`src/rtl/ex_muldiv.sv`:
```
// Iterative multiply/divide unit for the EX stage, one result bit per cycle.
// Optional build macro MDU_EARLY_TERM_EN ends MUL early once no multiplier bits remain.
module ex_muldiv #(
  parameter int unsigned WIDTH = 16,
  parameter int unsigned CNT_W = 4
) (
  input  logic             clk,
  input  logic             rst_n,
  input  logic             start,
  input  logic [1:0]       op,
  input  logic [WIDTH-1:0] operand_a,
  input  logic [WIDTH-1:0] operand_b,
  input  logic [3:0]       rd_in,
  input  logic             flush,
  output logic [WIDTH-1:0] result,
  output logic [3:0]       rd_out,
  output logic [1:0]       alu_status
);

  typedef enum logic [1:0] {
    S_IDLE = 2'b00,
    S_DONE = 2'b01,
    S_BUSY = 2'b10,
    S_LAST = 2'b11
  } state_t;

  localparam logic [1:0] OP_MUL  = 2'b00;
  localparam logic [1:0] OP_MULH = 2'b01;
  localparam logic [1:0] OP_DIV  = 2'b10;

  state_t           state_q, state_d;
  logic [CNT_W-1:0] cnt_q, cnt_d;
  logic [1:0]       op_q, op_d;
  logic [3:0]       rd_q, rd_d;
  logic [WIDTH-1:0] hi_q, hi_d, lo_q, lo_d, m_q, m_d;
  logic [WIDTH-1:0] result_q, result_d;
  logic [3:0]       rd_out_q, rd_out_d;

  logic [WIDTH-1:0] hi_step, lo_step, m_step, final_res;
  logic [WIDTH:0]   mul_sum, div_shift;

  // One iteration. MUL accumulates a left-shifting multiplicand so it can stop early;
  // MULH uses a right-shifting {hi,lo} product; DIV/REM keep remainder in hi, quotient in lo.
  always_comb begin
    hi_step   = hi_q;
    lo_step   = lo_q;
    m_step    = m_q;
    mul_sum   = {1'b0, hi_q} + {1'b0, (lo_q[0] ? m_q : {WIDTH{1'b0}})};
    div_shift = {hi_q, lo_q[WIDTH-1]};
    case (op_q)
      OP_MUL: begin
        hi_step = lo_q[0] ? hi_q + m_q : hi_q;
        m_step  = m_q << 1;
        lo_step = lo_q >> 1;
      end
      OP_MULH: begin
        hi_step = mul_sum[WIDTH:1];
        lo_step = {mul_sum[0], lo_q[WIDTH-1:1]};
      end
      default: begin
        if (div_shift >= {1'b0, m_q}) begin
          hi_step = div_shift[WIDTH-1:0] - m_q;
          lo_step = {lo_q[WIDTH-2:0], 1'b1};
        end else begin
          hi_step = div_shift[WIDTH-1:0];
          lo_step = {lo_q[WIDTH-2:0], 1'b0};
        end
      end
    endcase
    final_res = (op_q == OP_DIV) ? lo_step : hi_step;
  end

  // Next-state and register updates.
  always_comb begin
    state_d  = state_q;
    cnt_d    = cnt_q;
    op_d     = op_q;
    rd_d     = rd_q;
    hi_d     = hi_q;
    lo_d     = lo_q;
    m_d      = m_q;
    result_d = result_q;
    rd_out_d = 4'd0;
    case (state_q)
      S_IDLE, S_DONE: begin
        if (state_q == S_DONE) state_d = S_IDLE;
        if (start) begin
          op_d  = op;
          rd_d  = rd_in;
          cnt_d = CNT_W'(WIDTH - 1);
          if (op[1] && (operand_b == '0)) begin
            state_d  = S_DONE;
            result_d = op[0] ? operand_a : {WIDTH{1'b1}};
            rd_out_d = rd_in;
          end else begin
            state_d = S_BUSY;
            hi_d    = '0;
            lo_d    = op[1] ? operand_a : operand_b;
            m_d     = op[1] ? operand_b : operand_a;
          end
        end
      end
      S_BUSY: begin
        hi_d  = hi_step;
        lo_d  = lo_step;
        m_d   = m_step;
        cnt_d = cnt_q - CNT_W'(1);
        if (cnt_q == CNT_W'(1)) state_d = S_LAST;
`ifdef MDU_EARLY_TERM_EN
        if ((op_q == OP_MUL) && (lo_step == '0)) state_d = S_LAST;
`endif
      end
      S_LAST: begin
        hi_d     = hi_step;
        lo_d     = lo_step;
        m_d      = m_step;
        state_d  = S_DONE;
        result_d = final_res;
        rd_out_d = rd_q;
      end
      default: state_d = S_IDLE;
    endcase
    // Abort wins over everything, including a same-cycle start.
    if (flush) begin
      state_d  = S_IDLE;
      rd_out_d = 4'd0;
      result_d = result_q;
    end
  end

  always_ff @(posedge clk or negedge rst_n) begin
    if (!rst_n) begin
      state_q  <= S_IDLE;
      cnt_q    <= '0;
      op_q     <= '0;
      rd_q     <= '0;
      hi_q     <= '0;
      lo_q     <= '0;
      m_q      <= '0;
      result_q <= '0;
      rd_out_q <= '0;
    end else begin
      state_q  <= state_d;
      cnt_q    <= cnt_d;
      op_q     <= op_d;
      rd_q     <= rd_d;
      hi_q     <= hi_d;
      lo_q     <= lo_d;
      m_q      <= m_d;
      result_q <= result_d;
      rd_out_q <= rd_out_d;
    end
  end

  assign alu_status = state_q;
  assign result     = result_q;
  assign rd_out     = rd_out_q;

endmodule

```
`config.mk`:
```
export PLATFORM = sky130hd
export DESIGN_NAME = ex_muldiv
export DESIGN_NICKNAME = d
export VERILOG_FILES = /design/src/rtl/ex_muldiv.sv
export SDC_FILE = /design/constraint.sdc
export NUM_CORES = 1
export LEC_CHECK = 0
export CAP_MARGIN = 10
export CORE_MARGIN = 2
export CORE_UTILIZATION = 36
export CTS_CLUSTER_SIZE = 16
export DETAILED_ROUTE_END_ITERATION = 10
export PLACE_DENSITY = 0.55
export SLEW_MARGIN = 0
export SYNTH_ARGS = -nofsm -noshare
export SYNTH_HDL_FRONTEND = slang
export SYNTH_SLANG_ARGS = --single-unit
export TNS_END_PERCENT = 30
```
`constraint.sdc`:
```
create_clock -name clk -period 4.34 [get_ports clk]
set_input_delay 0.868 -clock clk [delete_from_list [all_inputs] [get_ports clk]]
set_output_delay 0.868 -clock clk [all_outputs]
set_load 0.05 [all_outputs]
```
; ---- Word-level counts from Yosys, hierarchy flattened
; Index checks and enable logic that the tools add are counted.
[word_totals]
register_bits = 80
input_bits = 42
word_cells = 76
[op_classes]
addsub = 4
order_cmp = 1
eq_ne = 12
mux = 35
bitwise_logic = 1
n_reduce_logical = 14
[op_table]
columns = op, count
row1 = $mux 16, 16
row2 = $pmux 16 s2, 6
row3 = $add 16x16->17, 1
row4 = $ge 17x16->1, 1
row5 = $add 16x16->16, 1
row6 = $logic_not 16->1, 1
row7 = $mux 4, 4
row8 = $pmux 4 s2, 2
row9 = $sub 16x16->16, 1
row10 = $mux 2, 5
row11 = $reduce_and 2->1, 4
row12 = $eq 2x2->1 const B, 3
row13 = $ne 2x2->1 const B, 3
row14 = $pmux 2 s3, 1
row15 = $eq 2x1->1 const B, 2
row16 = $eq 4x1->1 const B, 1
row17 = $logic_not 2->1, 2
row18 = $ne 4x4->1 const B, 1
row19 = $reduce_and 4->1, 1
row20 = $reduce_bool 2->1, 2
row21 = $reduce_or 2->1, 2
row22 = $sub 4x1->4 const B, 1
row23 = $ne 3x3->1 const B, 1
row24 = $reduce_and 3->1, 1
row25 = other kinds (4), 4

; ---- Longest topological paths before layout
; Gate-level depths: netlist of the first run.
[depth]
word_depth = 6
depth_mapped = 15

; ---- Worst setup path after synthesis of the first run
; No wires, ideal clock.
[synth_timing]
kind = register -> register
start = register lo_q[0]
end = register result_q[13] (netlist: result[13])
setup_time_ns = 0.132
arrival_time_ns = 3.318
required_time_ns = 4.208
slack_ns = 0.890
stages_incl_launch_ff = 16
n_path_buf = 4
period_less_slack_ns = 3.450
cell_sequence = dfrtp_1 > clkbuf_1 > inv_1 > clkbuf_1 > clkbuf_1 > buf_1 > nor2_1 > ha_1 > a21oi_1 > o21ai_0 > nor3_1 > a211o_1 > o21ai_0 > mux2i_1 > o311ai_0 > a21oi_1
[synth_via]
elab_chain_cells = 5
[synth_lines]
columns = item, line
row1 = "start, declared", 35  ; logic [WIDTH-1:0] hi_q, hi_d, lo_q, lo_d, m_q, m_d;
row2 = "start signal, assigned", 148  ; lo_q <= lo_d;
row3 = $mux 16, 48  ; mul_sum = {1'b0, hi_q} + {1'b0, (lo_q[0] ? m_q : {WIDTH{1'b0}})};
row4 = $add 16x16->17, 48
row5 = $pmux 16 s2 (*), 50  ; case (op_q)
row6 = $mux 16 (*), 70  ; final_res = (op_q == OP_DIV) ? lo_step : hi_step;
row7 = $pmux 16 s2 (*), 84  ; case (state_q)
row8 = "end signal, assigned", 150  ; result_q <= result_d;
row9 = "end, declared", 36  ; logic [WIDTH-1:0] result_q, result_d;
; Every way passes the cells marked *; elsewhere a longest branch is shown, timed or not.
; A chain may end at the register's enable or synchronous reset.

; ---- Final worst setup path of the first run
[layout_timing]
start = register m_q[12]
end = register hi_q[15]
[layout_via]
elab_chain_cells = 4
[layout_lines]
columns = item, line
row1 = "start, declared", 35
row2 = "start signal, assigned", 149  ; m_q <= m_d;
row3 = $sub 16x16->16 (tied with other cells), 62  ; hi_step = div_shift[WIDTH-1:0] - m_q;
row4 = $mux 16 (tied with other cells), 61  ; if (div_shift >= {1'b0, m_q}) begin
row5 = $pmux 16 s2 (*), 50
row6 = $pmux 16 s2 (*), 84
row7 = "end signal, assigned", 147  ; hi_q <= hi_d;
row8 = "end, declared", 35
; Marks and branches as above.

==> results.sh, run 1 <==
export IMPL_remaining_drc_errors=0
export IMPL_synth_top_area_share_pct=27.7
export IMPL_synth_seq_cells=80
export IMPL_synth_ff_type="dfrtp_1"
export IMPL_vias_per_cell=5.68
export IMPL_critPathCaptureType="flip-flop"
export IMPL_ios=64
export IMPL_fin_cells=1234
export IMPL_path_class="flip-flop to flip-flop"
export IMPL_fillers=2001
export IMPL_place_gp_congestion=0.905
export IMPL_peakVddDrop_v=0.000213
export IMPL_ctsLongestPathBuffers=2
export IMPL_crit_family="compound AO/OA/AOI/OAI gates"
export IMPL_synth_area_top_cells="dfrtp_1 28%, ha_1 8.5%, o21ai_0 6.9%"
export IMPL_path_buf_inv=1
export IMPL_start_util_pct=36.9
export IMPL_cp_slowest_stage_delay_ns=0.69
export IMPL_synth_top_area_cell="dfrtp_1"
export IMPL_clk_transition_reported_paths_ns=0.06
export IMPL_drt_first_pass_iters=5
export IMPL_relSlewSlack_pct=42.2
export IMPL_cts_hold_buf=0
export IMPL_grt_overflow=0
export IMPL_synth_fp_nets=1016
export IMPL_grt_pass1_vias=6847
export IMPL_tightestPinTransition_ns=0.867
export IMPL_nets=1059
export IMPL_drive_above_1_share_pct=6.60
export IMPL_p_leak_nw=3.65
export IMPL_wirelength_um=23200
export IMPL_clock_latency_ns=0.34
export IMPL_placedCellCount=1218
export IMPL_post_cts_setup_buffers=0
export IMPL_post_cts_resized=0
export IMPL_path_cells="inv_1, ha_1, nand3_1, or4_1, nand2_1, o21a_1, mux2_2, a211oi_1, o21ai_0"
export IMPL_fin_util_pct=42.8
export IMPL_core_area_sq_um=19600
export IMPL_n_antenna_cell=0
export IMPL_rows=51
export IMPL_postRouteAntennaNets=0
export IMPL_synth_common_cells="116 x nand2_1, 100 x o21ai_0, 98 x a21oi_1, 86 x nor2_1, 80 x dfrtp_1"
export IMPL_fmax_ghz=0.278
export IMPL_synth_edff_count=0
export IMPL_fin_crit_ns=3.60
export IMPL_cts_sinks=80
export IMPL_grt_setup_unrepaired="false"
export IMPL_critPathSlowestCell="o21a_1"
export IMPL_syn_to_final_growth_pct=16.2
export IMPL_setup_viol=0
export IMPL_grt_max_degree=62
export IMPL_htreeDepth=3
export IMPL_fin_crit_sh_pct=82.9
export IMPL_synth_seq_area_share_pct=27.7
export IMPL_die_area_sq_um=21200
export IMPL_drv_cap=0
export IMPL_cp_start_kind="flip-flop"
export IMPL_ff2ff_setup_slack_ns=0.74
export IMPL_pwr_density_cell_nw_per_um2=521
export IMPL_multiInputGateArea_sq_um=4860
export IMPL_dp_hpwl_um=17600
export IMPL_antenna_found_initial=0
export IMPL_num_vias=7007
export IMPL_ys_warn_count=0
export IMPL_die_width_um=146
export IMPL_required_ns=4.54
export IMPL_yosysMostFrequentCell="nand2_1"
export IMPL_hold_viol=0
export IMPL_synth_area_sq_um=7220
export IMPL_crit_fanout=15
export IMPL_synth_async_reset_ratio_pct=100
export IMPL_fin_tns_setup_ns=0
export IMPL_syn_instance_count=922
export IMPL_status="complete, no violations"
export IMPL_synth_area_per_cell_sq_um=7.83
export IMPL_drv_slew=0
export IMPL_grt_pass1_wl_um=38000
export IMPL_finClkSkew_ns=0.00640
export IMPL_root_buffer="clkbuf_16"
export IMPL_cts_tree="yes"
export IMPL_die_h_um=146
export IMPL_cts_buffers=9
export IMPL_io_buffers=63
export IMPL_cp_data_arrival_time_ns=3.80
export IMPL_wl_per_cell_um=18.8
export IMPL_hold_class="flip-flop to flip-flop"
export IMPL_regArea_sq_um=2000
export IMPL_grt_usage_pct=22.1
export IMPL_netlist_cell_type_count=69
export IMPL_drt_iter0_drc=498
-- worst reg2reg max path, cell delays in order (launching register included) --
cell and delay [ns]:
dfrtp_1 0.40, inv_1 0.08, ha_1 0.38, nand3_1 0.23, or4_1 0.59, nand2_1 0.11
o21a_1 0.69, mux2_2 0.44, a211oi_1 0.41, o21ai_0 0.13
-- placed cells by master, fill, tap and decap left out, types with 9 or more instances in the layout --
master	instances
xnor2_1	16
nor3_1	20
buf_4	15
a21oi_1	97
a211oi_1	17
clkbuf_16	9
or3_1	10
nand2_1	116
dfrtp_1	79
nor2_1	86
inv_1	42
nand3_1	18
o21ai_0	100
mux2_2	19
ha_1	49
clkdlybuf4s50_1	61
mux2i_1	47
a21o_1	14
-- flip-flops by register name, summed over array words and instances (netlist names) --
| register | cells |
|---|---|
| alu_status | 2 |
| cnt_q | 4 |
| m_q | 16 |
| op_q | 2 |
| rd_out | 4 |
| lo_q | 16 |
| rd_q | 4 |
| hi_q | 16 |
| result | 16 |
-- path summary, 6_finish.rpt --
| check | startpoint | end | depth (start not counted) |
|---|---|---|---|
| min in group asynchronous | rst_n | rd_q[1] | 1 |
| worst max-delay path | m_q[12] | hi_q[15] | 9 |
| max in group asynchronous | rst_n | m_q[3] | 2 |
| worst max register to register | m_q[12] | hi_q[15] | 9 |
| worst min-delay path | rd_q[2] | rd_q[2] | 2 |
| worst min register to register | rd_q[2] | rd_q[2] | 2 |
-- area by class of cell --
cell class / instances / area share (%)
multi-input combinational: 752 / 57.9
sequential: 80 / 23.9
timing repair buffer: 78 / 8.86
tap: 265 / 3.95
clock buffer: 12 / 2.94
inverter: 44 / 1.97
clock inverter: 3 / 0.507
-- layer usage --
| metal | share of wire [%] | track usage, % | vias to the layer above | wire [um] |
|---|---|---|---|---|
| met2 | 44 | 34.5 | 193 | 10200 |
| met5 | 0 | 0 | - | 0 |
| met4 | 2.3 | 6.67 | 0 | 539 |
| met1 | 49 | 32.0 | 3317 | 11400 |
| li1 | - | - | 3461 | - |
| met3 | 5.0 | 2.85 | 36 | 1160 |
-- cell families after synthesis --
family          count (synthesis)  synth area share [%]
buf+inv                        90                  5.23
xor+xnor                       21                  2.55
mux                            66                  9.48
flops                          80                  27.7
fa+ha+maj                      52                  9.32
compound gates                317                  27.3
simple gates                  296                  18.4
-- where the power goes --
part	switching (mW)	total [mW]	internal, mW	leakage (nW)
registers	0.233	1.14	0.908	0.993
clock network	0.299	0.757	0.458	0.139
logic	1.50	2.47	0.977	2.52
-- per-stage QoR --
stage	instance area, sq um	worst slack, ns	hold slack [ns]	power, mW
4_1_cts	8380	0.708	0.480	4.36
5_1_grt	8390	0.478	0.507	4.70
2_1_floorplan	7220	0.890	0.446	2.87
3_5_place_dp	8090	0.728	0.467	3.58
3_3_place_gp	8090	0.750	0.462	3.59
6_report	8390	0.742	0.482	4.37
No activity file was read; power rests on OpenSTA's default activity.
==> run 2: changes to the inputs <==
==> constraint.sdc (replaced) <==
create_clock -name clk -period 3.7 [get_ports clk]
set_input_delay 0.74 -clock clk [delete_from_list [all_inputs] [get_ports clk]]
set_output_delay 0.74 -clock clk [all_outputs]
set_load 0.05 [all_outputs]
==> run 2 against run 1 <==
Against the previous run: power grew 18%; non-clock buffer count grew 12; critical path depth increased by 3; combinational power is 19% higher; clock skew hardly changed; design area increased by 1.1%; register-to-register slack got worse by 0.40 ns; via count is 1.5% higher; flip-flop and latch count is the same; first-iteration DRC count increased by 21%; clock power rose by 16%; critical path type unchanged.
==> results.sh, run 2 (synthesis results as in run 1) <==
export IMPL_status="complete, no violations"
export IMPL_cp_start_kind="flip-flop"
export IMPL_final_common_cell="nand2_1"
export IMPL_die_area_sq_um=21200
export IMPL_drv_slew=0
export IMPL_clock_latency_ns=0.34
export IMPL_grt_pass1_vias=6801
export IMPL_ff2ff_setup_slack_ns=0.35
export IMPL_antenna_found_initial=0
export IMPL_busiest_layer="met1"
export IMPL_vias_per_cell=5.70
export IMPL_gr_usage_met3_pct=3.39
export IMPL_grt_pass1_wl_um=38100
export IMPL_place_gp_congestion=0.959
export IMPL_num_vias=7113
export IMPL_dp_hpwl_um=17900
export IMPL_io_buffers=63
export IMPL_timing_rr_start="lo_q[0]"
export IMPL_rows=51
export IMPL_setup_viol=0
export IMPL_fin_util_pct=43.3
export IMPL_gr_usage_met1_pct=33.5
export IMPL_grt_usage_pct=22.3
export IMPL_die_width_um=146
export IMPL_critPathMostFrequentCell="a21oi_1"
export IMPL_p_leak_nw=3.71
export IMPL_wirelength_um=23700
export IMPL_start_util_pct=36.9
export IMPL_required_ns=3.96
export IMPL_n_antenna_cell=0
export IMPL_peakVddDrop_v=0.000291
export IMPL_syn_to_final_growth_pct=17.4
export IMPL_fin_tns_setup_ns=0
export IMPL_crit_fanout=14
export IMPL_post_cts_setup_buffers=0
export IMPL_postRouteAntennaNets=0
export IMPL_cts_buffers=9
export IMPL_hold_class="primary input to async pin"
export IMPL_grt_use_met2_pct=33.5
export IMPL_drv_cap=0
export IMPL_critPathCaptureType="flip-flop"
export IMPL_r2r_cells=12
export IMPL_dp_slack_ns=0.223
export IMPL_nets=1071
export IMPL_fin_crit_sh_pct=90.6
export IMPL_finClkSkew_ns=0.00600
export IMPL_placedCellCount=1231
export IMPL_grt_setup_unrepaired="false"
export IMPL_pwr_density_cell_nw_per_um2=608
export IMPL_fin_ws_ns=0.347
export IMPL_path_class="flip-flop to flip-flop"
export IMPL_cp_slowest_stage_delay_ns=0.60
export IMPL_cp_data_arrival_time_ns=3.61
export IMPL_drt_iter0_drc=601
export IMPL_relSlewSlack_pct=28.9
export IMPL_ios=64
export IMPL_grt_max_degree=49
export IMPL_hold_viol=0
export IMPL_cts_sinks=80
export IMPL_tightestPinTransition_ns=1.07
export IMPL_ctsLongestPathBuffers=2
export IMPL_p_total_mw=5.15
export IMPL_drt_first_pass_iters=7
export IMPL_fin_cells=1247
export IMPL_root_buffer="clkbuf_16"
export IMPL_drive_above_1_share_pct=8.04
export IMPL_grt_overflow=0
export IMPL_cts_tree="yes"
export IMPL_final_cell_mix="116 x nand2_1, 100 x o21ai_0, 97 x a21oi_1, 86 x nor2_1, 79 x dfrtp_1"
export IMPL_fin_crit_ns=3.35
export IMPL_die_h_um=146
export IMPL_clk_transition_reported_paths_ns=0.06
export IMPL_htreeDepth=3
export IMPL_r2r_end="result[14]"
export IMPL_core_area_sq_um=19600
export IMPL_remaining_drc_errors=0
export IMPL_fmax_ghz=0.298
export IMPL_critPathSlowestCell="or4b_2"
export IMPL_path_cells="inv_1, buf_4, nor2_1, ha_1, a21oi_1, o21bai_1, a21oi_1, or4b_2, nand3_1, a311oi_1, o211a_1, o21ai_0"
export IMPL_wl_per_cell_um=19.0
run 2: changes by cell type in the layout (fill, tap and decap cells not counted), sizes merged:
cell and change:
clkinvlp -1, bufinv -1, inv +1, clkinv +2, buf +12
run 2: layout make-up:
cell class | count | area (sq um)
Fill cell | 1982 | 11100
Multi-Input combinational cell | 752 | 4860
Sequential cell | 80 | 2000
Timing Repair Buffer | 90 | 838
Tap cell | 265 | 332
Clock buffer | 12 | 256
Inverter | 44 | 165
Clock inverter | 4 | 27.5
run 2: worst max-delay path, delay by kind of cell, from the launching register on:
family	cells	cell delay, ns
compound gates	6	0.97
simple gates	3	0.78
buf+inv	2	0.72
flops	1	0.46
fa+ha+maj	1	0.34
run 2: where the power goes:
group          switching, mW  total (mW)  leakage [nW]  internal [mW]
registers              0.264        1.33         0.993           1.07
clock network          0.388       0.881         0.143          0.494
logic                   1.76        2.94          2.58           1.18
run 2: worst max-delay path by stage:
stage	from	end	slack [ns]	depth (start not counted)
after floorplan	lo_q[0]	result[13]	0.25	15
after global placement	m_q[8]	result[12]	0.31	9
after detailed placement	m_q[1]	hi_q[15]	0.22	10
after CTS	m_q[1]	hi_q[15]	0.21	10
after global routing	lo_q[0]	result[14]	0.08	12
final	lo_q[0]	result[14]	0.35	12
run 2: metrics by stage:
step,hold slack (ns),area (sq um)
after floorplan,0.444,7220
after global placement,0.461,8200
after detailed placement,0.467,8200
after CTS,0.452,8480
after global routing,0.478,8480
final,0.435,8480
run 2: metal layers:
metal,part of all wire [%],vias to the layer above
met2,43,231
met5,0,-
met1,49,3364
li1,-,3489
met3,5.7,29
met4,1.8,0
run 2: timing repair:
| action | in CTS | in global routing |
|---|---|---|
| setup endpoints to repair | 0 | 3 |
| hold buffers | 0 | 0 |
| gates resized for setup | 0 | 1 |
==> run 3: changes to the inputs <==
--- a/config.mk
+++ b/config.mk
@@ -6,6 +6,7 @@
 export NUM_CORES = 1
 export LEC_CHECK = 0
 export CAP_MARGIN = 10
+export CORE_ASPECT_RATIO = 1.5
 export CORE_MARGIN = 2
 export CORE_UTILIZATION = 36
 export CTS_CLUSTER_SIZE = 16
==> run 3 against run 2 <==
Against the previous run: design area is 0.15% lower; count of clock-buffer cells in the layout shrank 1; routed wire length rose by 1.3%; combinational power hardly changed; die area is 0.11% higher; register-to-register slack worse by 0.12 ns; maximum frequency decreased by 3.5%; power down 1.0%; highest routed layer unchanged; worst setup slack got worse by 0.12 ns; worst hold slack better by 0.039 ns.
==> results.sh, run 3 (synthesis results as in run 1) <==
export IMPL_drt_iter0_drc=333
export IMPL_grt_overflow=0
export IMPL_relSlewSlack_pct=43.6
export IMPL_drt_first_pass_iters=5
export IMPL_fin_crit_ns=3.47
export IMPL_setup_viol=0
export IMPL_nets=1073
export IMPL_clock_latency_ns=0.35
export IMPL_vias_per_cell=5.75
export IMPL_final_design_area_no_fill_sq_um=8470
export IMPL_die_h_um=177
export IMPL_crit_fanout=6
export IMPL_status="complete, no violations"
export IMPL_drive_above_1_share_pct=8.04
export IMPL_wl_per_cell_um=19.3
export IMPL_antenna_found_initial=0
export IMPL_die_area_sq_um=21200
export IMPL_cp_start_kind="flip-flop"
export IMPL_hold_viol=0
export IMPL_hold_class="flip-flop to flip-flop"
export IMPL_grt_pass1_wl_um=39000
export IMPL_r2r_cells=11
export IMPL_fin_crit_sh_pct=93.9
export IMPL_final_cell_mix="116 x nand2_1, 100 x o21ai_0, 97 x a21oi_1, 86 x nor2_1, 78 x dfrtp_1"
export IMPL_place_area_sq_um=8210
export IMPL_hold_depth=2
export IMPL_p_total_mw=5.10
export IMPL_fin_tns_setup_ns=0
export IMPL_cts_hold_buf=0
export IMPL_place_gp_congestion=0.880
export IMPL_fin_cells=1242
export IMPL_pwr_density_cell_nw_per_um2=603
export IMPL_fmax_ghz=0.288
export IMPL_cts_buffers=9
export IMPL_timing_rr_start="m_q[1]"
export IMPL_required_ns=3.91
export IMPL_grt_pass1_vias=7137
export IMPL_hp_start="rd_q[0]"
export IMPL_placedCellCount=1228
export IMPL_cts_sinks=80
export IMPL_path_class="flip-flop to flip-flop"
export IMPL_clk_transition_reported_paths_ns=0.06
export IMPL_grt_usage_pct=23.3
export IMPL_postRouteAntennaNets=0
export IMPL_start_util_pct=36.7
export IMPL_tightestPinTransition_ns=0.846
export IMPL_grt_max_degree=63
export IMPL_startpoint="m_q[1]"
export IMPL_syn_to_final_growth_pct=17.3
export IMPL_die_width_um=120
export IMPL_io_buffers=63
export IMPL_root_buffer="clkbuf_16"
export IMPL_drv_cap=0
export IMPL_core_area_sq_um=19700
export IMPL_ctsLongestPathBuffers=2
export IMPL_drv_slew=0
export IMPL_htreeDepth=3
export IMPL_fin_util_pct=43.0
export IMPL_ios=64
export IMPL_cp_data_arrival_time_ns=3.68
export IMPL_wirelength_um=24000
export IMPL_cts_tree="yes"
export IMPL_remaining_drc_errors=0
export IMPL_peakVddDrop_v=0.000263
export IMPL_grt_setup_unrepaired="false"
export IMPL_rows=63
export IMPL_critPathCaptureType="flip-flop"
export IMPL_num_vias=7146
export IMPL_p_leak_nw=3.70
export IMPL_final_common_cell="nand2_1"
export IMPL_n_antenna_cell=0
export IMPL_finClkSkew_ns=0.00741
export IMPL_dp_hpwl_um=18600
run 3: cell types whose count changed in the layout (fill, tap and decap cells not counted), sizes merged:
cell | previous run | this run
clkbuf | 12 | 11
clkinv | 5 | 3
buf | 29 | 31
clkinvlp | 0 | 2
inv | 43 | 42
run 3: critical path, stage by stage, from the launching register on:
cell and delay [ns]:
dfrtp_1 0.43, inv_1 0.17, ha_1 0.28, nor2b_4 0.13
o31a_1 0.31, o41a_1 0.45, o22a_1 0.30, o21a_1 0.33
buf_4 0.24, mux2_2 0.28, o21ai_0 0.28, o21ai_0 0.12
run 3: timing repair:
item	4_1_cts	5_1_grt
buffers inserted	0	0
gates resized for setup	0	1
endpoints found under the setup margin	0	1
run 3: path summary, 6_finish.rpt:
check	slack, ns	endpoint
min	0.47	rd_q[0]
max reg2reg	0.23	hi_q[4]
max	0.23	hi_q[4]
min reg2reg	0.47	rd_q[0]
min in group asynchronous	0.48	result[3]
max in group asynchronous	2.56	lo_q[1]
run 3: area by class of cell:
type / instances / area [sq um]
fillers: 2070 / 11200
multi-input cells: 752 / 4860
flip-flops and latches: 80 / 2000
repair buffers: 92 / 853
well taps: 260 / 325
clock buffers: 11 / 243
inverters: 44 / 165
clock inverters: 3 / 20.0
run 3: where the power goes:
group / switching, mW / total [mW] / internal (mW)
clock network: 0.352 / 0.816 / 0.464
logic: 1.76 / 2.95 / 1.20
registers: 0.267 / 1.33 / 1.07
total: 2.38 / 5.10 / 2.73
run 3: stage by stage:
| stage | hold WS [ns] | setup WS, ns |
|---|---|---|
| after floorplan | 0.444 | 0.250 |
| after global placement | 0.461 | 0.253 |
| after detailed placement | 0.465 | 0.274 |
| after CTS | 0.479 | 0.251 |
| after global routing | 0.504 | 0.0299 |
| final | 0.474 | 0.225 |
run 3: routing by layer:
layer / share of wire (%) / GRT usage [%]
met1: 42 / 28.1
met2: 51 / 41.8
met3: 3.1 / 1.67
met4: 4.2 / 11.5
met5: 0 / 0
==> patch 1: new RTL, settings of run 3 <==
`WIDTH`: 16 -> 32.
--- a/src/rtl/ex_muldiv.sv
+++ b/src/rtl/ex_muldiv.sv
@@ -1,7 +1,7 @@
 // Iterative multiply/divide unit for the EX stage, one result bit per cycle.
 // Optional build macro MDU_EARLY_TERM_EN ends MUL early once no multiplier bits remain.
 module ex_muldiv #(
-  parameter int unsigned WIDTH = 16,
+  parameter int unsigned WIDTH = 32,
   parameter int unsigned CNT_W = 4
 ) (
   input  logic             clk,
Interface: changed (resized operand_a, operand_b and result); port bits go from 64 to 112. The function was not compared with the original's and may differ.
==> patch 1 against run 3 <==
Setup slack worse by 0.15 ns. Final area is 110% higher. First-iteration DRC count grew to 3.5 times the old value. Synthesized area is 98% higher. Hold slack worse by 0.15 ns. Power grew to 2.6 times the old value. Sequential cell count is 64 higher. Wire length is 130% higher. Critical endpoint is now result[28].
==> patch 1: results (changes against run 3) <==
outcome: finished, final reports clean (unchanged)
Iter 0 DRT Violations: 1175 (was 333)
Pre-antenna DRT Iters: 6 (was 5)
CP max stage delay: 0.49 ns (was 0.45 ns)
register area share after synthesis: 25.1% (was 27.7%)
via/cell ratio: 5.82 (was 5.75)
top post-synthesis cells by count: a21oi_1 (202), nor2_1 (186), nand2_1 (182), dfrtp_1 (144), mux2i_1 (134) (was nand2_1 (116), o21ai_0 (100), a21oi_1 (98), nor2_1 (86), dfrtp_1 (80))
Post-route DRC: 0 (unchanged)
post-route insts no fill: 2561 (was 1242)
PostCTS Resize Cnt: 0 (unchanged)
crit path DAT: 3.93 ns (was 3.68 ns)
Worst Skew: 0.00752 ns (was 0.00741 ns)
PortBufs: 111 (was 63)
combinational power share: 66.7% (was 57.9%)
# diodes: 0 (unchanged)
depth of the CTS H-tree: 4 (was 3)
CTS buffer count: 17 (was 9)
Synth async-reset ratio: 100% (unchanged)
largest net degree at the start of global routing: 141 (was 63)
synth top area cells: dfrtp_1 (25%), mux2i_1 (9.4%), ha_1 (8.5%) (was dfrtp_1 (28%), ha_1 (8.5%), o21ai_0 (6.9%))
number of routed nets with antenna violations: 0 (unchanged)
GRT Util Overall: 26.5% (was 23.3%)
clk slew on worst S/H paths: 0.07 ns
GPL Wtd Cong: 0.988 (was 0.880)
Min-Delay Path Class: in -> async (was reg -> reg)
P_leak: 0.00817 uW (was 0.00370 uW)
actual slew at the worst max-slew pin: 1.11 ns (was 0.846 ns)
initial antenna violation count: 0 (unchanged)
hpwl dp: 44400 um (was 18600 um)
Inst Count DP: 2530 (was 1228)
Syn Nets: 2013 (was 1016)
Mapped Cells: 1839 (was 922)
vias in the first global route: 14700 (was 7137)
first-pass GRT wire length: 86100 um (was 39000 um)
# hold bufs at CTS: 0 (unchanged)
share of cells above drive strength 1: 13.6% (was 8.04%)
fin nets: 2223 (was 1073)
WL/cell: 21.7 um (was 19.3 um)
Distinct cells, synth: 86 (was 69)
Worst path slowest cell: dfrtp_1 (was o41a_1)
switching fraction of total power: 48.5% (was 46.6%)
VDD IR-drop max: 0.368 mV (was 0.263 mV)
final setup violation count: 0 (unchanged)
insertion delay to the later sink of the worst-skew pair: 0.43 ns (was 0.35 ns)
power share of the sequential group: 19.6% (was 26.1%)
[patch 1: worst paths after layout]
path                          from         end  slack [ns]
min in group clk           rd_q[3]     rd_q[3]        0.48
max in group asynchronous    rst_n     lo_q[1]        2.49
hold reg to reg            rd_q[3]     rd_q[3]        0.48
setup reg to reg           hi_q[4]  result[28]        0.08
hold / removal               rst_n     lo_q[4]        0.32
setup / recovery           hi_q[4]  result[28]        0.08
[patch 1: metal layers]
metal / vias up / global-route usage [%] / wire, um
met5: - / 0 / 0
met1: 7135 / 34.5 / 24300
li1: 7189 / - / -
met4: 0 / 10.0 / 2120
met3: 100 / 2.78 / 2600
met2: 482 / 45.6 / 26700
[patch 1: layout make-up]
class / count / area [sq um]
Clock buffer: 18 / 439
Clock inverter: 13 / 164
Fill cell: 3881 / 21400
Inverter: 57 / 214
Multi-Input combinational cell: 1517 / 10100
Sequential cell: 144 / 3610
Tap cell: 500 / 626
Timing Repair Buffer: 312 / 2770
[patch 1: logic make-up after synthesis]
logic type | after synthesis | share of synthesized area, %
AO/OA/AOI/OAI | 633 | 28.4
AND/OR/NAND/NOR | 566 | 18.1
buffers and inverters | 178 | 4.88
flip-flops | 144 | 25.1
multiplexers | 143 | 10.1
adder cells (fa/ha/maj) | 100 | 8.89
XOR/XNOR | 75 | 4.58
[patch 1: through the flow]
| step | worst slack [ns] | util [%] | cell area [sq um] | total power [uW] |
|---|---|---|---|---|
| after floorplan | 0.00291 | - | 14300 | 7750 |
| after global placement | -0.122 | 43.9 | 17300 | 11000 |
| after detailed placement | -0.205 | 43.9 | 17300 | 11000 |
| after CTS | 0.00768 | 45.5 | 17900 | 12900 |
| after global routing | -0.0385 | 45.6 | 17900 | 13900 |
| final | 0.0788 | 45.6 | 17900 | 13100 |
==> patch 2: new RTL, settings of run 3 <==
Made on the original files. Register the output `result` once more, with the module's reset; this adds one clock of latency there. The other outputs are not delayed to match. Comments in the files are not updated.
--- a/src/rtl/ex_muldiv.sv
+++ b/src/rtl/ex_muldiv.sv
@@ -153,7 +153,13 @@
   end
 
   assign alu_status = state_q;
-  assign result     = result_q;
+  always_ff @(posedge clk or negedge rst_n) begin
+    if (!rst_n) begin
+      result <= '0;
+    end else begin
+      result <= result_q;
+    end
+  end
   assign rd_out     = rd_out_q;
 
 endmodule
Function: changed (Yosys sat finds a counterexample within 4 cycles, from zero or initial values and one cycle with rst_n low).
==> patch 2 against run 3 <==
Final area grew 4.5%. Combinational power grew 4%. Critical endpoint is now result_q[12]. Sequential share of layout area grew 3.5 points. Power grew 11%. Wire length grew 0.12%. Synthesized cell count shrank 0.76%. Sequential cell count grew 16. Setup slack gained 0.089 ns. Synthesized area grew 5.1%. Highest routed layer unchanged. Count of clock-buffer cells in the layout shrank 2.
==> patch 2: results (changes against run 3) <==
first-pass GRT wire length: 39300 um (was 39000 um)
register area share after synthesis: 31.7% (was 27.7%)
Root Buffer: clkbuf_16 (unchanged)
Synth Flop Type: dfrtp_1 (unchanged)
Fillers: 2131 (was 2070)
share of cells above drive strength 1: 6.81% (was 8.04%)
outcome: finished, final reports clean (unchanged)
clk slew on worst S/H paths: 0.08 ns (was 0.06 ns)
actual slew at the worst max-slew pin: 0.883 ns (was 0.846 ns)
post-synthesis compound-gate area fraction: 26.2% (was 27.3%)
YS warnings: 0 (unchanged)
vias in the first global route: 7050 (was 7137)
hpwl dp: 18600 um (about the same)
top post-synthesis cells by count: nand2_1 (106), dfrtp_1 (96), nor2_1 (94), a21oi_1 (88), o21ai_0 (67) (was nand2_1 (116), o21ai_0 (100), a21oi_1 (98), nor2_1 (86), dfrtp_1 (80))
crit-path max FO: 4 (was 6)
via/cell ratio: 5.65 (was 5.75)
adder-cell area share of the yosys netlist: 8.87% (was 9.32%)
crit path DAT: 3.61 ns (was 3.68 ns)
P_leak: 0.00386 uW (was 0.00370 uW)
Iter 0 DRT Violations: 371 (was 333)
dpl ws: 0.252 ns (was 0.274 ns)
post-synthesis mux area share: 8.31% (was 9.48%)
insertion delay to the later sink of the worst-skew pair: 0.35 ns (about the same)
Min-Delay Path Class: in -> async (was reg -> reg)
GPL Wtd Cong: 0.912 (was 0.880)
area post-placement: 0.00855 sq mm (was 0.00821 sq mm)
cell with the most instances after synthesis: nand2_1 (unchanged)
VDD IR-drop max: 0.500 mV (was 0.263 mV)
GRT Util Overall: 22.6% (was 23.3%)
Distinct cells, synth: 74 (was 69)
Syn Nets: 1009 (was 1016)
WL/cell: 19.4 um (was 19.3 um)
fin nets: 1058 (was 1073)
xor/xnor cell area share of the yosys netlist: 3.69% (was 2.55%)
Worst Skew: 0.0107 ns (was 0.00741 ns)
initial antenna violation count: 0 (unchanged)
Synth async-reset ratio: 100% (unchanged)
largest net degree at the start of global routing: 76 (was 63)
synth top area cells: dfrtp_1 (32%), mux2i_1 (8.3%), ha_1 (8.1%) (was dfrtp_1 (28%), ha_1 (8.5%), o21ai_0 (6.9%))
==> patch 2: cell types whose count changed in the layout (fill, tap and decap cells not counted), moves of 8 or more <==
cell	change
mux2i_1	+16
mux2_2	-19
o211ai_1	+11
a211oi_1	+15
o21ai_0	-33
nand3_1	-8
inv_1	-10
dfrtp_1	+16
nand2_1	-10
a21boi_0	+9
xor2_1	+9
nor2_1	+8
a21oi_1	-9
==> patch 2: cell type report <==
type | instances | share of cell area, %
clock buffer | 9 | 2.54
clock inverter | 7 | 0.876
inverter | 32 | 1.36
multi-input combinational | 738 | 55.0
sequential | 96 | 27.2
tap | 268 | 3.79
timing repair buffer | 87 | 9.22
==> patch 2: cell families after synthesis <==
group           after synthesis
xor+xnor                     32
simple gates                287
buf+inv                      81
mux                          63
fa+ha+maj                    52
compound gates              304
flops                        96
==> patch 2: final timing paths <==
| kind | startpoint | to | slack [ns] | cells past startpoint |
|---|---|---|---|---|
| min reg2reg | result_q[3] | result[3] | 0.38 | 0 |
| min in group clk | result_q[3] | result[3] | 0.38 | 0 |
| max reg2reg | lo_q[15] | result_q[12] | 0.31 | 13 |
| min | rst_n | result[14] | 0.37 | 1 |
| max | lo_q[15] | result_q[12] | 0.31 | 13 |
| max in group asynchronous | rst_n | alu_status[1] | 2.65 | 2 |
==> patch 2: routing by layer <==
metal	routed length (um)	global-route usage (%)	share of wire [%]	vias to the layer above
met2	12300	39.1	51	150
met3	829	1.95	3.4	33
li1	-	-	-	3437
met1	10200	29.2	42	3364
met4	791	8.14	3.3	0
met5	0	0	0	-
==> patch 2: stage by stage <==
stage                     instances  util (%)
after floorplan                 915         -
after CTS                      1237      42.3
after global routing           1237      42.4
after global placement         1221      40.9
after detailed placement       1221      40.9
final                          1237      42.4
==> patch 2: worst max-delay path, cell delays in order, from the launching register on <==
cell and delay (ns):
dfrtp_1 0.48, inv_1 0.11, ha_1 0.17, inv_1 0.05, fa_1 0.43, a211oi_1 0.36
o21bai_1 0.18, o22ai_2 0.18, o21ai_1 0.17, a31oi_1 0.22, xor2_1 0.17, o21ai_0 0.15
a2111oi_1 0.49, o31ai_1 0.10
==> patch 2: report_power, final <==
part	switching [uW]	internal (uW)
logic	1830	1230
clock network	446	532
registers	323	1300
==> patch 2: repair_timing <==
action | CTS | global route
endpoints found under the setup margin | 0 | 1
hold endpoints to repair | 0 | 0
resized for setup | 0 | 1
